### config.mk
export PLATFORM = sky130hd
export DESIGN_NAME = disp_mux_capture
export DESIGN_NICKNAME = d
export VERILOG_FILES = /design/src/rtl/disp_mux_capture.sv
export SDC_FILE = /design/constraint.sdc
export NUM_CORES = 1
export LEC_CHECK = 0
export ABC_AREA = 0
export CORE_ASPECT_RATIO = 1.75
export CORE_MARGIN = 2
export CORE_UTILIZATION = 45
export CTS_BUF_LIST = sky130_fd_sc_hd__clkbuf_8
export DETAILED_ROUTE_END_ITERATION = 10
export PLACE_DENSITY = 0.72
export REMOVE_ABC_BUFFERS = 1
export SYNTH_ARGS = -nofsm -noshare
export SYNTH_HDL_FRONTEND = slang
export SYNTH_SLANG_ARGS = --single-unit
### constraint.sdc
create_clock -name clk -period 3.7 [get_ports clk]
set_input_delay 0.555 -clock clk [delete_from_list [all_inputs] [get_ports clk]]
set_output_delay 0.555 -clock clk [all_outputs]
set_load 0.005 [all_outputs]
### src/rtl/disp_mux_capture.sv
// Receive end of a 3-digit multiplexed seven-segment bus: rebuilds committed digits from ss/en.
// Commit lands one cycle after the sample; no backpressure, ss/en are free-running inputs.
module disp_mux_capture #(
  parameter int SETTLE_CYCLES  = 8,
  parameter int STABLE_SCANS   = 4,
  parameter int TIMEOUT_CYCLES = 2000000
) (
  input  logic       clk,
  input  logic       reset,
  input  logic [7:0] ss,
  input  logic [2:0] en,
  output logic [4:0] hex2,
  output logic [4:0] hex1,
  output logic [4:0] hex0,
  output logic [2:0] dp,
  output logic [2:0] valid,
  output logic       update,
  output logic       glyph_err,
  output logic       en_err
);

  localparam int SW = $clog2(SETTLE_CYCLES + 1);
  localparam int CW = $clog2(STABLE_SCANS + 1);
  localparam int TW = $clog2(TIMEOUT_CYCLES + 1);
  localparam logic [4:0] BLANK = 5'b10000;

  // Returns {decodable, blank, hex[3:0]} for a lit-segment pattern (bit0=a .. bit6=g).
  function automatic logic [5:0] decode(input logic [6:0] seg);
    logic [5:0] r;
    case (seg)
      7'h3F:   r = 6'b1_00000;
      7'h06:   r = 6'b1_00001;
      7'h5B:   r = 6'b1_00010;
      7'h4F:   r = 6'b1_00011;
      7'h66:   r = 6'b1_00100;
      7'h6D:   r = 6'b1_00101;
      7'h7D:   r = 6'b1_00110;
      7'h07:   r = 6'b1_00111;
      7'h7F:   r = 6'b1_01000;
      7'h6F:   r = 6'b1_01001;
      7'h77:   r = 6'b1_01010;
      7'h7C:   r = 6'b1_01011;
      7'h39:   r = 6'b1_01100;
      7'h5E:   r = 6'b1_01101;
      7'h79:   r = 6'b1_01110;
      7'h71:   r = 6'b1_01111;
      7'h00:   r = 6'b1_10000;
      default: r = 6'b0_00000;
    endcase
    return r;
  endfunction

  logic [2:0]          en_prev_q;
  logic [SW-1:0]       settle_q,  settle_d;
  logic [2:0][4:0]     cand_q,    cand_d;
  logic [2:0]          cand_dp_q, cand_dp_d;
  logic [2:0][CW-1:0]  cnt_q,     cnt_d;
  logic [2:0][TW-1:0]  to_q,      to_d;
  logic [2:0][4:0]     hex_q,     hex_d;
  logic [2:0]          dp_q,      dp_d;
  logic [2:0]          valid_q,   valid_d;
  logic                update_q,  update_d;
  logic                glyph_q,   glyph_d;
  logic                en_err_q,  en_err_d;

  logic       same_en;
  logic       one_low;
  logic       multi_low;
  logic       sample;
  logic [5:0] dec;
  logic       glyph_ok;
  logic [4:0] samp_glyph;
  logic       samp_dp;

  always_comb begin
    same_en    = (en == en_prev_q);
    one_low    = (en == 3'b110) || (en == 3'b101) || (en == 3'b011);
    multi_low  = !one_low && (en != 3'b111);
    dec        = decode(~ss[6:0]);
    glyph_ok   = dec[5];
    samp_glyph = dec[4:0];
    samp_dp    = ~ss[7];

    settle_d = '0;
    if (same_en && one_low) begin
      if (settle_q != SW'(SETTLE_CYCLES)) settle_d = settle_q + SW'(1);
      else                                settle_d = settle_q;
    end
    // Sample on the edge where the counter steps onto SETTLE_CYCLES, so it fires once per select.
    sample = same_en && one_low && (settle_q == SW'(SETTLE_CYCLES - 1));

    cand_d    = cand_q;
    cand_dp_d = cand_dp_q;
    cnt_d     = cnt_q;
    to_d      = to_q;
    hex_d     = hex_q;
    dp_d      = dp_q;
    valid_d   = valid_q;
    update_d  = 1'b0;
    glyph_d   = sample && !glyph_ok;
    en_err_d  = multi_low && !same_en;

    for (int n = 0; n < 3; n++) begin
      if (to_q[n] != TW'(TIMEOUT_CYCLES)) to_d[n] = to_q[n] + TW'(1);
      if (sample && !en[n]) begin
        if (glyph_ok) begin
          to_d[n] = '0;
          if (samp_glyph == cand_q[n] && samp_dp == cand_dp_q[n]) begin
            if (cnt_q[n] != CW'(STABLE_SCANS)) cnt_d[n] = cnt_q[n] + CW'(1);
          end else begin
            cand_d[n]    = samp_glyph;
            cand_dp_d[n] = samp_dp;
            cnt_d[n]     = CW'(1);
          end
          // A saturated count re-commits on every matching sample, which also revives a timed-out digit.
          if (cnt_d[n] == CW'(STABLE_SCANS)) begin
            if (!valid_q[n] || hex_q[n] != cand_d[n] || dp_q[n] != cand_dp_d[n]) update_d = 1'b1;
            hex_d[n]   = cand_d[n];
            dp_d[n]    = cand_dp_d[n];
            valid_d[n] = 1'b1;
          end
        end else begin
          cnt_d[n] = '0;
        end
      end
      if (to_d[n] == TW'(TIMEOUT_CYCLES)) valid_d[n] = 1'b0;
    end
  end

  always_ff @(posedge clk) begin
    if (reset) begin
      en_prev_q <= 3'b111;
      settle_q  <= '0;
      cand_q    <= {3{BLANK}};
      cand_dp_q <= '0;
      cnt_q     <= '0;
      to_q      <= '0;
      hex_q     <= {3{BLANK}};
      dp_q      <= '0;
      valid_q   <= '0;
      update_q  <= 1'b0;
      glyph_q   <= 1'b0;
      en_err_q  <= 1'b0;
    end else begin
      en_prev_q <= en;
      settle_q  <= settle_d;
      cand_q    <= cand_d;
      cand_dp_q <= cand_dp_d;
      cnt_q     <= cnt_d;
      to_q      <= to_d;
      hex_q     <= hex_d;
      dp_q      <= dp_d;
      valid_q   <= valid_d;
      update_q  <= update_d;
      glyph_q   <= glyph_d;
      en_err_q  <= en_err_d;
    end
  end

  assign hex0      = hex_q[0];
  assign hex1      = hex_q[1];
  assign hex2      = hex_q[2];
  assign dp        = dp_q;
  assign valid     = valid_q;
  assign update    = update_q;
  assign glyph_err = glyph_q;
  assign en_err    = en_err_q;

endmodule
Yosys cells after proc, flatten, opt, wreduce, memory -nomap -nowiden
Cells that the tools add are included.

Logic and storage cells: 177. Output and inout port bits: 24. Input port bits: 13. Register bits: 121.

Bitwise operators: 3. Eq/ne operators: 47. Add/subtract/negate cells: 7. Reductions and logical operators: 39. Mux-type cells: 55.

Operators by type and width (count): two-way mux 21 bit (9); one-hot mux 6 bit (17 select lines) (1); equality test 7 bit (second input constant) (12); adder 21 x 1 -> 21 bit (second input constant) (3); equality test 21 bit (second input constant) (3); inequality test 21 bit (second input constant) (3); two-way mux 3 bit (15); two-way mux 5 bit (9); two-way mux 1 bit (21); equality test 3 bit (second input constant) (5); equality test 5 bit (3); inequality test 5 bit (3); equality test 7 x 3 -> 1 bit (second input constant) (2); equality test 7 x 6 -> 1 bit (second input constant) (2); inequality test 3 bit (second input constant) (4); logical AND 1 bit (11); adder 3 x 1 -> 3 bit (second input constant) (3); logical NOT 1 bit (9); AND reduction 3 bit (3); logical OR 1 bit (8); OR reduction 2 bit (4); logical NOT 7 bit (1); inverter 7 bit (1); AND reduction 2 bit (3); other kinds (8) (13).

Longest topological paths before layout
Word-level depth: 23. Gate-level depth with buffers: 12.

Worst setup path after synthesis
Ideal clock, no wire load.

Path kind: input-to-reg. Start point: input port ss[1]. End point: register hex_q, in the netlist hex0[4]. Stages: 10. Buffers on the path: 2. Arrival: 2.900 ns. Slack: 0.680 ns. Library setup time: 0.120 ns. Path through: or4bb_1 -> o2bb2a_1 -> and4_1 -> buf_2 -> mux2i_1 -> nor4b_1 -> and4_1 -> buf_2 -> nor2b_1 -> a211o_1.

Cells in the longest elaborated chain, start to end: 10. Elaborated cells on any way between the ends: 29. Those cells by class: eq/ne: 18; mux: 7; bitwise: 1; reduce/logical: 3.

Ends and longest elaborated chain: start: declaration (RTL line 10) `input logic [7:0] ss,`; inverter 7 bit * (RTL line 79) `dec = decode(~ss[6:0]);`; equality test 7 bit, or another cell as far along (RTL line 30) `case (seg)`; one-hot mux 6 bit (17 select lines) * (RTL line 30); equality test 5 bit (RTL line 108) `if (samp_glyph == cand_q[n] && samp_dp == cand_dp_q[n]) begin`; logical AND 1 bit (RTL line 108); two-way mux 3 bit (RTL line 108); two-way mux 3 bit (RTL line 106) `if (glyph_ok) begin`; two-way mux 3 bit (RTL line 105) `if (sample && !en[n]) begin`; equality test 3 bit (RTL line 116) `if (cnt_d[n] == CW'(STABLE_SCANS)) begin`; AND reduction 3 bit (no source line); end signal: assignment (RTL line 138) `hex_q <= {3{BLANK}};`; end: declaration (RTL line 59) `logic [2:0][4:0] hex_q, hex_d;`.

Every way passes the cells marked *; elsewhere a longest branch is shown, timed or not. The select of a mux whose other input is x is not followed. A chain may end at the register's enable or synchronous reset.

Worst setup path after layout
Ends and elaborated chain as after synthesis.

==> run summary <==
The worst hold path begins at cand_q[9]. Of all nets on the critical path, the largest fanout is 8. The tools report the antenna diode count as 0. The cell that appears most often on the critical path is sky130_fd_sc_hd__and4_1. By count the netlist is led by sky130_fd_sc_hd__nor2_1, sky130_fd_sc_hd__dfxtp_1, sky130_fd_sc_hd__xnor2_1. From bottom edge to top edge, the die measures 168.2 um. The class of the most critical hold timing path was flop to flop. The congestion estimate from routability-driven global placement came to 0.8956. The run gives 0 as the final count of hold timing violations. For the pin with the worst max-slew slack, the measured transition is 0.7395 ns. In this run the deepest clock path goes through 2 buffers. Critical path data required time: 4.02 ns. The count of maximum capacitance violations is 0, and the peak per-stage delay on the critical path is 0.57 ns. The worst setup path is captured at a flop. For this design the ratio of total power to cell area is 362.8 nW/um^2.

The combined area of all synthesized cells was 6929 um^2. After clock tree synthesis, the repair step resized 0 gates. The pre-antenna-repair detailed-routing pass consisted of 5 iterations. Once the floorplan was initialized, standard cells occupied 45.47% of the core. Summed over all layers, the global routing overflow is 0. The number of hold buffers added after CTS was 0.

The clock slew at the register clock pins of the worst setup and hold paths came out at 0.07 ns. Clock skew on the completed layout was measured at 0.01278 ns. On the critical path, the stage with the largest delay is an instance of sky130_fd_sc_hd__or4bb_1. Insertion delay to the later sink of the worst-skew pair: 0.44 ns. Of the post-synthesis cell area, the dominant cell type holds 34.96%. The width of the die works out to 97.80 um. Yosys printed 0 warnings. After layout, the minimum clock period comes to 3.291 ns.

Static timing analysis puts the maximum clock frequency at 303.9 MHz. In this run the clock root is driven by a sky130_fd_sc_hd__clkbuf_8. Measured in cells, the most critical reg-to-reg path has a length of 7. Setup repair after global routing left no endpoint under its margin.

The tools report the half-perimeter wire length of the detailed placement result as 11600 um. The cell row count came out at 60. For this run, the leading register cell type out of synthesis is sky130_fd_sc_hd__dfxtp_1. The routed design has 15910 um of wire. The worst setup path is of the input port to flop kind.

The via total after detailed routing was 5983; the total number of clock tree sinks was 121. The run gives 0 as the number of max-slew violations in the final report. The number of instances on the worst hold path was 1; the pin count of the biggest net entering global routing was 31.

TritonCTS built the clock tree. Including well taps, the total number of placed cells is 1053. A synthesized cell averages 8.171 um^2. The tools report the number of antenna violations at the first check in global routing as 0. The launching point of the worst reg2reg path is en_prev_q[2]. After detailed routing, the number of vias per cell comes to 5.514. The run finished with clean final reports. In this run the static leakage power is 0.002857 uW. The signal on the critical path passes through clkdlybuf4s50_1 -> or4bb_1 -> o2bb2a_1 -> and4_1 -> mux2i_1 -> nor4b_1 -> and4_1 -> buf_4 -> nor2b_1 -> a211o_1. Sorting the synthesized cells by area gives the leading types as sky130_fd_sc_hd__dfxtp_1, sky130_fd_sc_hd__nor2_1, sky130_fd_sc_hd__xnor2_1.

Combined global-route utilization of all metal layers: 19.94%. For the final design utilization, the log shows 52.64%. In this run the remaining antenna-violating nets after routing total 0. The initial DRC count was 189; the post-layout instance count excluding filler cells was 1085. For this run, the post-layout net count is 913.

Port buffering added 36 buffers. sky130_fd_sc_hd__dfxtp_1 takes more of the synthesized area than any other cell. The DRC violations left was 0. The run gives 16450 um^2 as the overall die area. The endpoint of the lowest-slack register-to-register path was to_q[12]. The number of global-route vias before repair was 5967; the signed area change from the synthesized netlist to the final layout was 15.78%.

In the finished design, the share of the clock period the worst path needs comes to 88.95%. The clock buffer count from CTS is 17. The path with the worst hold slack has its endpoint at cand_q[9].

The run gives 4 as the number of H-tree levels. In this run the tightest slew margin relative to its limit is 50.70%. Data on the critical path arrives at its endpoint at 3.61 ns. Counting flops with a built-in enable in the synthesized netlist gives 0. The tools report the register-to-register path setup slack as 0.96 ns. IR analysis of the VDD net gives a maximum drop of 0.1907 mV. The number of synthesized register bits was 121; the number of post-CTS setup repair buffers was 0. Synthesis produced a netlist whose cell count is 848.

The worst setup path is launched from an input port. The I/O pin count was 37. The first global-routing pass estimated 27280 um of wire. In the final layout, the share of cells above drive strength 1 is 9.900%. By instance count, the leading cell after synthesis is sky130_fd_sc_hd__nor2_1. Synthesis instantiated 71 different standard cells from the library. Dividing the detail-routed wire length by the instance count gives 14.66 um.

Setup violations remaining at the end of the flow were counted as 0. The total area inside the core boundary comes to 15240 um^2. The tools report the portion of the post-synthesis area used by sequential elements as 34.96%.

Of all flip-flops after synthesis, the portion carrying an async set or reset was 0%.
-- worst max path at each step --
| stage | from | to | slack (ns) |
|---|---|---|---|
| finish | ss[1] | hex0[4] | 0.41 |
| global route | ss[1] | hex0[4] | 0.23 |
| CTS | ss[1] | hex0[4] | 0.42 |
| detailed placement | ss[1] | hex0[4] | -0.009 |
| global placement | ss[1] | hex0[4] | 0.05 |
| floorplan | ss[1] | update | 0.53 |
-- power by group --
part | internal (uW) | switching, uW | total [uW]
Sequential | 1310 | 16.6 | 1330
Clock | 853 | 553 | 1410
Combinational | 75.5 | 99.9 | 175
Total | 2240 | 669 | 2910
-- metal layers --
| layer | part of all wire (%) | track usage (%) | up-vias |
|---|---|---|---|
| met3 | 3.0 | 3.736 | 37 |
| met1 | 40 | 21.42 | 2812 |
| met5 | 0 | 0 | - |
| met2 | 54 | 37.63 | 106 |
| li1 | - | - | 3028 |
| met4 | 3.2 | 8.333 | 0 |
-- stage by stage --
step	setup WS, ns	hold WS, ns	power (uW)	cell area [um^2]	TNS (ns)
floorplan	0.5319	0.4574	1445	6688	0
global placement	0.04587	0.4781	1531	7551	0
detailed placement	-0.009195	0.4815	1533	7551	-0.009195
CTS	0.4172	0.4997	2929	8023	0
global route	0.2261	0.5277	3006	8023	0
finish	0.4090	0.5011	2911	8023	0
-- logic make-up after synthesis --
group	share of synthesized area, %
xor gates and xnor gates	13.27
muxes	3.828
adders and majority gates	2.528
DFF	34.96
buffers and inverters	4.839
and+or+nand+nor	30.53
AOI/OAI and AO/OA	10.04
-- cell usage in the layout (no fill, tap or decap), drive strengths merged, types with 20 or more instances in the layout --
cell type        n
nand4           21
inv             26
buf             36
mux2i           22
clkdlybuf4s50   35
clkbuf          20
xnor2           60
dfxtp          121
nand3           42
nor3            28
nor2           151
xor2            45
nand2           46
-- worst max-delay path, delay by kind of cell --
family / cells / cell delay, ns
AND/OR/NAND/NOR: 5 / 1.64
multiplexers: 1 / 0.12
buffers and inverters: 2 / 0.69
AO/OA/AOI/OAI: 2 / 0.61
-- state kept, by name (all words and copies together) (netlist names), 4 cells and up --
register	flops
hex2	5
cand_q	15
hex1	5
settle_q	4
hex0	5
to_q	63
cnt_q	9
-- layout make-up --
type	instances	area (um^2)
Clock buffer	20	275.3
Inverter	25	93.84
Timing Repair Buffer	71	630.6
Sequential cell	121	2422
Clock inverter	12	196.4
Multi-Input combinational cell	650	4172
Tap cell	186	232.7
Fill cell	1425	7217
(Power assumes the default switching activity.)
==> RTL change 1: new RTL, same settings <==
Add an input register stage for `ss` and `en`, without a reset; this delays them by one clock. Comments in the files are not updated.
--- a/src/rtl/disp_mux_capture.sv
+++ b/src/rtl/disp_mux_capture.sv
@@ -23,6 +23,14 @@
   localparam int CW = $clog2(STABLE_SCANS + 1);
   localparam int TW = $clog2(TIMEOUT_CYCLES + 1);
   localparam logic [4:0] BLANK = 5'b10000;
+
+  logic [7:0] ss_q;
+  logic [2:0] en_q;
+
+  always_ff @(posedge clk) begin
+    ss_q <= ss;
+    en_q <= en;
+  end
 
   // Returns {decodable, blank, hex[3:0]} for a lit-segment pattern (bit0=a .. bit6=g).
   function automatic logic [5:0] decode(input logic [6:0] seg);
@@ -73,13 +81,13 @@
   logic       samp_dp;
 
   always_comb begin
-    same_en    = (en == en_prev_q);
-    one_low    = (en == 3'b110) || (en == 3'b101) || (en == 3'b011);
-    multi_low  = !one_low && (en != 3'b111);
-    dec        = decode(~ss[6:0]);
+    same_en    = (en_q == en_prev_q);
+    one_low    = (en_q == 3'b110) || (en_q == 3'b101) || (en_q == 3'b011);
+    multi_low  = !one_low && (en_q != 3'b111);
+    dec        = decode(~ss_q[6:0]);
     glyph_ok   = dec[5];
     samp_glyph = dec[4:0];
-    samp_dp    = ~ss[7];
+    samp_dp    = ~ss_q[7];
 
     settle_d = '0;
     if (same_en && one_low) begin
@@ -102,7 +110,7 @@
 
     for (int n = 0; n < 3; n++) begin
       if (to_q[n] != TW'(TIMEOUT_CYCLES)) to_d[n] = to_q[n] + TW'(1);
-      if (sample && !en[n]) begin
+      if (sample && !en_q[n]) begin
         if (glyph_ok) begin
           to_d[n] = '0;
           if (samp_glyph == cand_q[n] && samp_dp == cand_dp_q[n]) begin
@@ -142,7 +150,7 @@
       glyph_q   <= 1'b0;
       en_err_q  <= 1'b0;
     end else begin
-      en_prev_q <= en;
+      en_prev_q <= en_q;
       settle_q  <= settle_d;
       cand_q    <= cand_d;
       cand_dp_q <= cand_dp_d;
Function: changed (a bounded check fails within 4 cycles, from zero or initial values and one cycle with reset high).
==> RTL change 1 against the unedited design <==
  * Critical path depth down 2
  * Final area down 0.16%
  * Routed wire length up 0.13%
  * Sequential cell count up 11
  * Synthesized area up 3.0%
  * Count of clock-buffer cells in the layout down 3
  * Core utilization down 0.85 points
  * Total power down 2.5%
  * Worst setup slack worse by 0.051 ns
==> RTL change 1: results (changes against the unedited design) <==
TIMING.CRITICAL_PATH.SLOWEST_STAGE_CELL='dfxtp_1'
HOLD_SLACK_NS=0.3596  # -0.1415 ns
POSTPLACECELLAREA_UM2=7611  # +0.80%
FILLER_CELL_COUNT=1469  # +3.1%
FIN_CRIT_NS=3.342  # +0.05088 ns
FINCLKSKEW_NS=0.01865  # +0.005866 ns
DRT_WL_TOTAL_UM=15930  # +0.13%
LEAKAGE_uW=0.002913  # +2.0%
PWR.GROUP.COMBINATIONAL_uW=148  # -15%
LAYOUT.CELLS.NON_FILLER=1068  # -1.6%
FINALWEIGHTEDCONGESTION=0.8460  # -5.5%
SYNTH.AREA.MUX_SHARE_PCT=3.541  # -0.29 points
LAYOUT.BUFFER.NONCLOCK.AREA_SHARE_PCT=5.748  # -2.1 points
VIAS_PER_CELL=5.535  # +0.37%
SYNTH.YOSYS.SEQ_AREA_SHARE_PCT=37.02  # +2.1 points
DRIVE_ABOVE_1_SHARE_PCT=8.503  # -1.4 points
TIMING.CRITICAL_PATH.FROM='ss_q[3]$_DFF_P_'
MULTI_INPUT_AREA_UM2=4167  # -0.12%
TIMING.HOLD.WORST_PATH_DEPTH=3  # +2
DRTITER0DRC=285  # +51%
IRDROPWORSTVDD_V=0.0002042  # +7.0%
SEQUENTIALPOWERSHARE_PCT=51.7  # +6.0 points
STATUS='complete, no violations'
PIN_COUNT_OF_THE_BIGGEST_NET_ENTERING_GLOBAL_ROUTING=45  # +45%
CP.ARRIVAL_NS=3.66  # +0.05 ns
-- RTL change 1: cell count changes in the layout (fill, tap and decap cells not counted), moves of 6 or more --
| cell | change |
|---|---|
| xor2_1 | +9 |
| nand4_1 | +10 |
| inv_6 | +6 |
| a21oi_1 | +10 |
| nor2_1 | -9 |
| nand3b_1 | -6 |
| a211oi_1 | -6 |
| dfxtp_1 | +11 |
| o31ai_1 | +6 |
| buf_4 | -20 |
| xnor2_1 | -10 |
| nand3_1 | -7 |
| nand2_1 | +7 |
-- RTL change 1: layer usage --
layer  wire [um]  GRT usage [%]  up-vias
met1        6239          20.22     2780
met2        8867          36.78       90
met5           0              0        -
li1            -              -     3008
met3         349          3.309       33
met4         470          9.291        0
-- RTL change 1: critical path: cells and delay by family, from the launching register on --
family             cells  cell delay (ns)
and+or+nand+nor        5             1.48
AOI/OAI and AO/OA      2             0.87
DFF                    1             0.61
muxes                  1             0.24
==> RTL change 2: new RTL, config.mk and constraints unchanged <==
Without the edit above. Set the parameter `SETTLE_CYCLES` to 16 (it was 8).
--- a/src/rtl/disp_mux_capture.sv
+++ b/src/rtl/disp_mux_capture.sv
@@ -1,7 +1,7 @@
 // Receive end of a 3-digit multiplexed seven-segment bus: rebuilds committed digits from ss/en.
 // Commit lands one cycle after the sample; no backpressure, ss/en are free-running inputs.
 module disp_mux_capture #(
-  parameter int SETTLE_CYCLES  = 8,
+  parameter int SETTLE_CYCLES  = 16,
   parameter int STABLE_SCANS   = 4,
   parameter int TIMEOUT_CYCLES = 2000000
 ) (
Formal check against the unedited RTL: not equivalent (a bounded check fails within 10 cycles, from zero or initial values and one cycle with reset high).
==> RTL change 2 against the unedited design <==
  * Synthesized area up 2.4%
  * First-iteration DRC count up 65%
  * Worst setup slack better by 0.22 ns
  * Global-route usage up 0.25 points
  * Core utilization up 0.43 points
  * Synthesized cell count up 2.6%
  * Sequential cell count up 1
  * Final area up 1.8%
  * Total power down 2.3%
  * Routed wire length up 5.5%
  * Critical path type unchanged
  * Critical endpoint is now dp[2]$_SDFFE_PP0P_
==> RTL change 2: results (changes against the unedited design) <==
CRITICAL_PATH_PEAK_FANOUT=16  # +8
DESIGN_POWER_TOTAL_uW=2843  # -2.3%
LAYOUT.CELLS.NON_FILLER=1110  # +2.3%
CRITPATHMAXSTAGEDELAY_NS=0.64  # +0.07 ns
DRIVE_ABOVE_1_SHARE_PCT=9.632  # -0.27 points
DRT_FIRST_PASS_ITERS=6  # +1
IRDROPWORSTVDD_V=0.0001776  # -6.9%
GRT.MET1_USAGE_PCT=21.99  # +0.57 points
PIN_COUNT_OF_THE_BIGGEST_NET_ENTERING_GLOBAL_ROUTING=48  # +55%
LEAKAGE_uW=0.003000  # +5.0%
SYNTH-COMPOUND-AREA-SHARE_PCT=13.21  # +3.2 points
WORSTMARGINPINSLEW_NS=0.8546  # +0.1151 ns
SYN_AREA_PER_CELL_UM2=8.156  # -0.19%
SYNTH-ADDER-AREA-SHARE_PCT=2.645  # +0.12 points
DP_HPWL_UM=12390  # +6.8%
GLOBAL_ROUTE.USAGE.MET3_PCT=4.312  # +0.58 points
POWER.INTERNAL_uW=2138  # -4.6%
DRT-WIRELENGTH-PER-CELL_UM=15.12  # +3.1%
PWR.GROUP.COMBINATIONAL_uW=168  # -4%
MOST_FREQUENT_CELLS_AFTER_SYNTHESIS='nor2_1 (123), dfxtp_1 (122), nand2_1 (54), xor2_1 (54), xnor2_1 (52)'
YOSYSUNIQUECELLTYPES=72  # +1.4%
POWER.CLOCK.TOTAL_uW=1340  # -5%
GLOBAL_ROUTE.USAGE.TOTAL_PCT=20.18  # +0.25 points
SYNTH.AREA.MUX_SHARE_PCT=2.010  # -1.8 points
DETAILEDPLACE.WORSTSLACK_NS=0.2366  # +0.2458 ns
FINALWEIGHTEDCONGESTION=0.8773  # -2.0%
LAYOUT.NETS=939  # +2.8%
VIAS_PER_CELL=5.670  # +2.8%
FINCLKSKEW_NS=0.01221  # -0.0005727 ns
STATUS='complete, no violations'
POST_SYNTH_XOR_AREA_FRACTION_PCT=13.08  # -0.19 points
USE_MET2_PCT=37.78  # +0.15 points
POSTPLACECELLAREA_UM2=7721  # +2.3%
AREA_CONTRIBUTORS_POST_SYNTH='dfxtp_1 (34%), xor2_1 (6.7%), nor2_1 (6.5%)'
FIRST_PASS_GRT_WIRE_LENGTH_UM=27910  # +2.3%
SYNTH.YOSYS.SEQ_AREA_SHARE_PCT=34.42  # -0.54 points
==> RTL change 2: changes by cell type after synthesis, sizes merged, moves of 10 or more <==
cell and delta:
nor2 -28, and3 +18, a21oi +17, o21ai +17, mux2i -10
==> RTL change 2: final timing paths <==
kind | start | endpoint | slack [ns] | cells after the start
hold / removal | cand_q[4]$_SDFFE_PP1P_ | cand_q[4]$_SDFFE_PP1P_ | 0.49 | 2
setup / recovery | ss[3] | dp[2]$_SDFFE_PP0P_ | 0.63 | 8
hold reg to reg | cand_q[4]$_SDFFE_PP1P_ | cand_q[4]$_SDFFE_PP1P_ | 0.49 | 2
setup reg to reg | to_q[2]$_SDFF_PP0_ | valid[0]$_SDFFE_PP0P_ | 0.95 | 7
==> RTL change 2: layout make-up <==
cell class                      count  area, um2
Clock buffer                       17      234.0
Clock inverter                     15      212.7
Fill cell                        1438       7222
Inverter                           24      90.09
Multi-Input combinational cell    676       4345
Sequential cell                   122       2442
Tap cell                          186      232.7
Timing Repair Buffer               70      610.6
